<file path="config.mk">
export PLATFORM = sky130hd
export DESIGN_NAME = seven_seg_capture
export DESIGN_NICKNAME = d
export VERILOG_FILES = /design/src/rtl/seven_seg_capture.sv
export SDC_FILE = /design/constraint.sdc
export NUM_CORES = 1
export LEC_CHECK = 0
export CORE_ASPECT_RATIO = 1.5
export CORE_MARGIN = 1.5
export CORE_UTILIZATION = 30
export CTS_CLUSTER_DIAMETER = 80
export CTS_CLUSTER_SIZE = 30
export DETAILED_ROUTE_END_ITERATION = 10
export PLACE_DENSITY = 0.52
export SYNTH_ARGS = -nofsm -noshare
export SYNTH_HDL_FRONTEND = slang
export SYNTH_SLANG_ARGS = --single-unit
</file>
<file path="constraint.sdc">
create_clock -name I_CLK -period 3.5 [get_ports I_CLK]
set_clock_uncertainty 0.05 [all_clocks]
set_input_delay 0.7 -clock I_CLK [delete_from_list [all_inputs] [get_ports I_CLK]]
set_output_delay 0.7 -clock I_CLK [all_outputs]
set_load 0.01 [all_outputs]
</file>
<file path="src/rtl/seven_seg_capture.sv">
// Samples a multiplexed 7-segment bus, debounces each {strobe,segment} sample
// with a run counter, and decodes stable patterns into one hex code per digit.
module seven_seg_capture #(
  parameter int DIGITS        = 4,
  parameter int STABLE_CYCLES = 4
) (
  input  logic                  I_CLK,
  input  logic                  I_RST,
  input  logic [6:0]            I_SEG,
  input  logic [DIGITS-1:0]     I_DIG,
  output logic [4*DIGITS-1:0]   O_CODE,
  output logic [DIGITS-1:0]     O_VALID,
  output logic [DIGITS-1:0]     O_ERR,
  output logic [DIGITS-1:0]     O_UPD
);

  localparam int         SW  = DIGITS + 7;
  localparam logic [7:0] SC8 = 8'(STABLE_CYCLES);

  typedef enum logic [1:0] {IDLE, TRACK, HOLD} state_t;

  state_t                   r_state, w_state_nxt;
  logic [SW-1:0]            r_s;
  logic [7:0]               r_run, w_run_nxt;
  logic [DIGITS-1:0][3:0]   r_code;
  logic [DIGITS-1:0]        r_valid, r_err, r_upd;

  logic [SW-1:0]            w_sample;
  logic                     w_chg, w_in_onehot, w_commit;
  logic [4:0]               w_dec;
  logic                     w_hit, w_err;

  // {hit, code}; hit=0 for blank and for unrecognised patterns
  function automatic logic [4:0] f_decode(input logic [6:0] seg);
    case (seg)
      7'h3F: return 5'h10;  7'h06: return 5'h11;
      7'h5B: return 5'h12;  7'h4F: return 5'h13;
      7'h66: return 5'h14;  7'h6D: return 5'h15;
      7'h7D: return 5'h16;  7'h07: return 5'h17;
      7'h7F: return 5'h18;  7'h6F: return 5'h19;
      7'h77: return 5'h1A;  7'h7C: return 5'h1B;
      7'h39: return 5'h1C;  7'h5E: return 5'h1D;
      7'h79: return 5'h1E;  7'h71: return 5'h1F;
      default: return 5'h00;
    endcase
  endfunction

  assign w_sample    = {I_DIG, I_SEG};
  assign w_chg       = (w_sample != r_s);
  assign w_in_onehot = $onehot(I_DIG);
  assign w_dec       = f_decode(r_s[6:0]);
  assign w_hit       = w_dec[4];
  assign w_err       = !w_hit && (r_s[6:0] != 7'h00);

  // Next state is judged on the sample being registered this edge, so RUN
  // and the state always describe the current contents of r_s.
  always_comb begin
    w_state_nxt = r_state;
    w_run_nxt   = r_run;
    w_commit    = (r_state == TRACK) && (r_run == SC8);
    if (!w_in_onehot) begin
      w_state_nxt = IDLE;
      w_run_nxt   = 8'd0;
    end else if (w_chg || r_state == IDLE) begin
      w_state_nxt = TRACK;
      w_run_nxt   = 8'd1;
    end else begin
      if (r_run < SC8) w_run_nxt = r_run + 8'd1;
      if (w_commit)    w_state_nxt = HOLD;
    end
  end

  always_ff @(posedge I_CLK) begin
    if (I_RST) begin
      r_state <= IDLE;
      r_s     <= '0;
      r_run   <= '0;
    end else begin
      r_state <= w_state_nxt;
      r_s     <= w_sample;
      r_run   <= w_run_nxt;
    end
  end

  always_ff @(posedge I_CLK) begin
    if (I_RST) begin
      r_code  <= '0;
      r_valid <= '0;
      r_err   <= '0;
      r_upd   <= '0;
    end else begin
      r_upd <= '0;
      for (int k = 0; k < DIGITS; k++) begin
        if (w_commit && r_s[7+k]) begin
          if (w_hit) r_code[k] <= w_dec[3:0];
          r_valid[k] <= w_hit;
          r_err[k]   <= w_err;
          r_upd[k]   <= ({(w_hit ? w_dec[3:0] : r_code[k]), w_hit, w_err}
                         != {r_code[k], r_valid[k], r_err[k]});
        end
      end
    end
  end

  assign O_CODE  = r_code;
  assign O_VALID = r_valid;
  assign O_ERR   = r_err;
  assign O_UPD   = r_upd;

endmodule

</file>
Yosys cells after proc, flatten, opt, wreduce, memory -nomap -nowiden
Cells that the tools add are included. Widths: inputs -> output; s select.

Magnitude comparators: 1. Reductions and logical operators: 18. Add/subtract/negate cells: 4. Bitwise operators: 5. Multiplexer cells: 9. Div/mod/pow operators: 0. Equal/unequal tests: 24. Multiply operators: 0. Shift-type cells: 0.

Operators with widths (number): $eq 7x7->1 const B (12); $pmux 5 s16 (1); $ne 6x6->1 (4); $mux 4 (4); $eq 7x3->1 const B (2); $eq 7x6->1 const B (2); $ne 11x11->1 (1); $reduce_or 2->1 (5); $add 8x1->8 const B (1); $eq 8x3->1 const B (1); $lt 8x3->1 const B (1); $reduce_bool 7->1 (1); $logic_and 1x1->1 (6); $not 1->1 (5); $add 1x1->2 (2); $mux 1 (4); $reduce_bool 2->1 (2); $add 2x2->3 (1); $eq 3x1->1 const B (1); $reduce_or 3->1 (1); $eq 2x1->1 const B (1); $logic_not 2->1 (1); $logic_not 1->1 (1); $logic_or 1x1->1 (1).

Memories kept: 0. Memory bits (read-only): 0. Bits in latches: 0. Output and inout bits: 28. Bits of input ports: 13. Register bits: 49. Memory bits (writable): 0. Logic and storage cells: 82.

Logic depth before layout (Yosys ltp)
Word-level depth: 5. Mapped depth: 10. Gate-level depth less buffers: 8.

Worst setup path after synthesis
No wires, ideal clock.

Kind: input port to flip-flop. Start: input I_DIG[0]. End: register r_run[3]. Setup slack: 0.606 ns. Stages: 8. Path buffers: 0. Required time: 3.391 ns. Arrival: 2.785 ns. Library setup time: 0.059 ns. Cell sequence: inv_1 fa_1 inv_1 ha_1 ha_1 or4b_2 nor2_1 and2_1.

Cells in the longest elaborated chain, start to end: 5. Elaborated cells on any way between the ends: 7. Those cells by class: add/sub (2); eq/ne (2); bitwise (1); reduce/logical (2).

RTL lines: start, declared (line 10) `input logic [DIGITS-1:0] I_DIG,`; $add 1x1->2 (implied by the code) (line 50) `assign w_in_onehot = $onehot(I_DIG);`; $add 2x2->3 (implied by the code) (line 50); $eq 3x1->1 (line 50); $not 1->1 (no line); $reduce_or 3->1 (no line) *; end signal, assigned (line 81) `r_run <= w_run_nxt;`; end, declared (line 24) `logic [7:0] r_run, w_run_nxt;`.

Mark *: on every way between the ends. The rest lies on a longest branch, timed or not. A chain may end at the register's enable or synchronous reset.

Final worst setup path
Start: input I_DIG[1]. End: register r_run[6].

Same word-level chain as after synthesis.

==> impl_metrics.ini <==
[run_status]
status = completed

[sta]
max_freq_ghz = 0.3139
rsz0062_at_grt = no
finalCriticalPeriod_ns = 3.185
hold_viol_final = 0
setup_ws_ns = 0.3146
slew_viol_final = 0
maxSlewHeadroom_pct = 44.25
setup_viol = 0
fin_crit_sh_pct = 91.01
max_slew.worst_pin.slew_ns = 0.8299

[global_route]
grt-ovfl-total = 0
grt_max_degree = 40
antenna_found_initial = 0
grt_pass1_wl_mm = 11.81
grt_pass1_vias = 2466
gr-usage-all-layers_pct = 16.15

[layout]
fin_cells = 466
finish.instance_area_um2 = 3306
drive_gt1_share_pct = 7.799
final_net_count = 376
layout-area-overhead-vs-synth_pct = 25.93
fin_util_pct = 39.05
antenna_cells = 0

[synthesis]
ys_types = 59
yosys_warnings = 0
synth-edff-count = 0
ys_seq_area_share_pct = 37.37
synth.cell_area_um2 = 2625
ys.flop_type = dfxtp_1
synth_seq_cells = 49
synth_nets = 337
syn-instance-count = 319
async_flop_share_pct = 0
avgSynthCellArea_um2 = 8.229

[cts]
postCtsSetupBuffers = 0
cts_tree = done
cts_resized = 0
clock_latency_ns = 0.29
cts.path.max_buffers = 2
cts_hold_buf = 0
cts_buffers = 5
cts_root_buf = clkbuf_16
cts.htree.levels = 2
clock-sinks = 49
path_clk_slew_ns = 0.06

[die]
dieArea_um2 = 9332
placeableCoreArea_um2 = 8464
start_util_pct = 31.01
io_pins = 41
num_rows = 41
die_w_um = 79.38
dieHeight_um = 117.6

[drt]
drtIter0Drc = 147
vias_per_cell = 5.139
firstDrtPassIters = 4
routed_wl_mm = 6.899
route.vias.total = 2395
post_drt_wl_per_cell_um = 14.80
ant_nets = 0
drcViolationCount = 0

[critical_path]
cp-end-kind = flop
worstPathRequired_ns = 3.69
r2r_start = r_s[5]
worstSetupPathType = primary input to flop
r2r_slack_ns = 0.69
worstRegToRegCells = 8
cp-start-kind = primary input
r2r-end = O_UPD[2]
cp.arrival_ns = 3.37
crit_path_max_fanout = 6

[placement]
routabilityCongestion = 0.8118
dp_cells = 458
port_buffers = 40
preCtsSetupSlack_ns = -0.03545
placed_cell_area_um2 = 3133
hpwl_mm = 5.042

[hold_path]
hold-path-cell-count = 1
hp-class = flop to flop
hold_start = r_run[4]
min_to = r_run[4]

[power_and_ir_drop]
leakage_nw = 1.130
vdd_drop_max_uv = 254.2
powerDensity_nw_per_um2 = 379.0

[flow_run]
maxCapViolCount = 0
-- critical path, cell delays in order --
cell             delay (ns)
clkdlybuf4s50_1        0.50
inv_1                  0.09
fa_1                   0.51
inv_1                  0.04
ha_1                   0.17
ha_1                   0.26
or4b_2                 0.68
nor2_1                 0.26
and2_1                 0.17
-- logic make-up (layout without fill, tap and decap cells) --
kind of cell	Yosys count	after routing	synth area share [%]
AND/OR/NAND/NOR	138	138	26.93
buffers and inverters	31	71	5.720
XOR/XNOR	15	15	5.005
adder cells (fa/ha/maj)	5	5	2.669
flip-flops	49	49	37.37
AO/OA/AOI/OAI	79	79	21.54
multiplexers	2	2	0.7627
-- registers in the layout (all words and copies together) (netlist names) --
name	flops
O_CODE	16
r_s	11
r_run	8
O_ERR	4
O_UPD	4
O_VALID	4
r_state	2
-- report_power, final --
part	internal, mW	switching [mW]
clock	0.357	0.204
combinational	0.0524	0.0513
sequential	0.567	0.0210
-- layer usage --
metal | share of wire (%) | up-vias | GRT usage, % | routed length, um
met2 | 52 | 44 | 27.51 | 3581
met3 | 3.8 | 15 | 3.023 | 261
met1 | 41 | 1135 | 18.91 | 2827
li1 | - | 1201 | - | -
met5 | 0 | - | 0 | 0
met4 | 3.3 | 0 | 8.114 | 228
-- cell type report --
type,count,area (um2)
well taps,107,133.9
clock buffers,7,142.6
flip-flops and latches,49,980.9
fillers,897,5159
repair buffers,50,475.5
inverters,13,48.80
multi-input cells,239,1494
clock inverters,1,30.03
-- cells in the final DEF, fill, tap and decap left out, drive strengths merged, types with 10 or more instances in the layout --
| master | netlist | layout |
|---|---|---|
| buf | 13 | 10 |
| xnor2 | 15 | 15 |
| clkdlybuf4s50 | 0 | 40 |
| inv | 13 | 13 |
| dfxtp | 49 | 49 |
| nand2 | 37 | 37 |
| nor2b | 11 | 11 |
| a21oi | 30 | 30 |
| o21ai | 11 | 11 |
| nor2 | 40 | 40 |
-- per-stage QoR --
step | TNS, ns | hold WS (ns) | power [mW]
2_1_floorplan | 0 | 0.3805 | 0.6670
3_3_place_gp | 0 | 0.3940 | 0.7045
3_5_place_dp | -0.1655 | 0.3996 | 0.7056
4_1_cts | 0 | 0.4172 | 1.273
5_1_grt | 0 | 0.4337 | 1.305
6_report | 0 | 0.4128 | 1.253
-- how the worst max path moves through the flow --
stage / startpoint / to / slack (ns) / depth (start not counted)
detailed placement: I_DIG[1] / r_run[7] / -0.04 / 9
finish: I_DIG[1] / r_run[6] / 0.31 / 9
global route: I_DIG[1] / r_run[6] / 0.13 / 9
floorplan: I_DIG[0] / r_run[3] / 0.61 / 8
global placement: I_DIG[1] / r_run[5] / 0.02 / 9
CTS: I_DIG[1] / r_run[3] / 0.27 / 9
-- synth_stat cells (2+ instances only) --
cell type  count  area, um2
or3b_1         2      17.52
nand3_1        7      35.03
o2111ai_1      2      17.52
nand4b_1       2      17.52
nand2_1       36      135.1
a22oi_1        2      15.01
a311oi_1       4      35.03
nor3_1         9      45.04
nor2b_1       11      68.82
or3_1          3      18.77
xnor2_1       15      131.4
nand4_1        5      31.28
ha_1           4      50.05
a21oi_1       30      150.1
buf_2          9      45.04
o21ai_1        2      10.01
buf_6          2      22.52
o32ai_1        2      17.52
dfxtp_1       49      980.9
buf_4          2      15.01
nand3b_1       3      22.52
a211oi_1       4      30.03
clkbuf_1       5      18.77
nand2b_1       3      18.77
a2111oi_4      2      55.05
nor2_1        39      146.4
mux2i_1        2      20.02
o21ai_0        9      45.04
o22ai_1        4      25.02
inv_1         13      48.80
a31oi_1        2      12.51
and2_1         8      50.05
No activity file was read; power rests on OpenSTA's default activity.
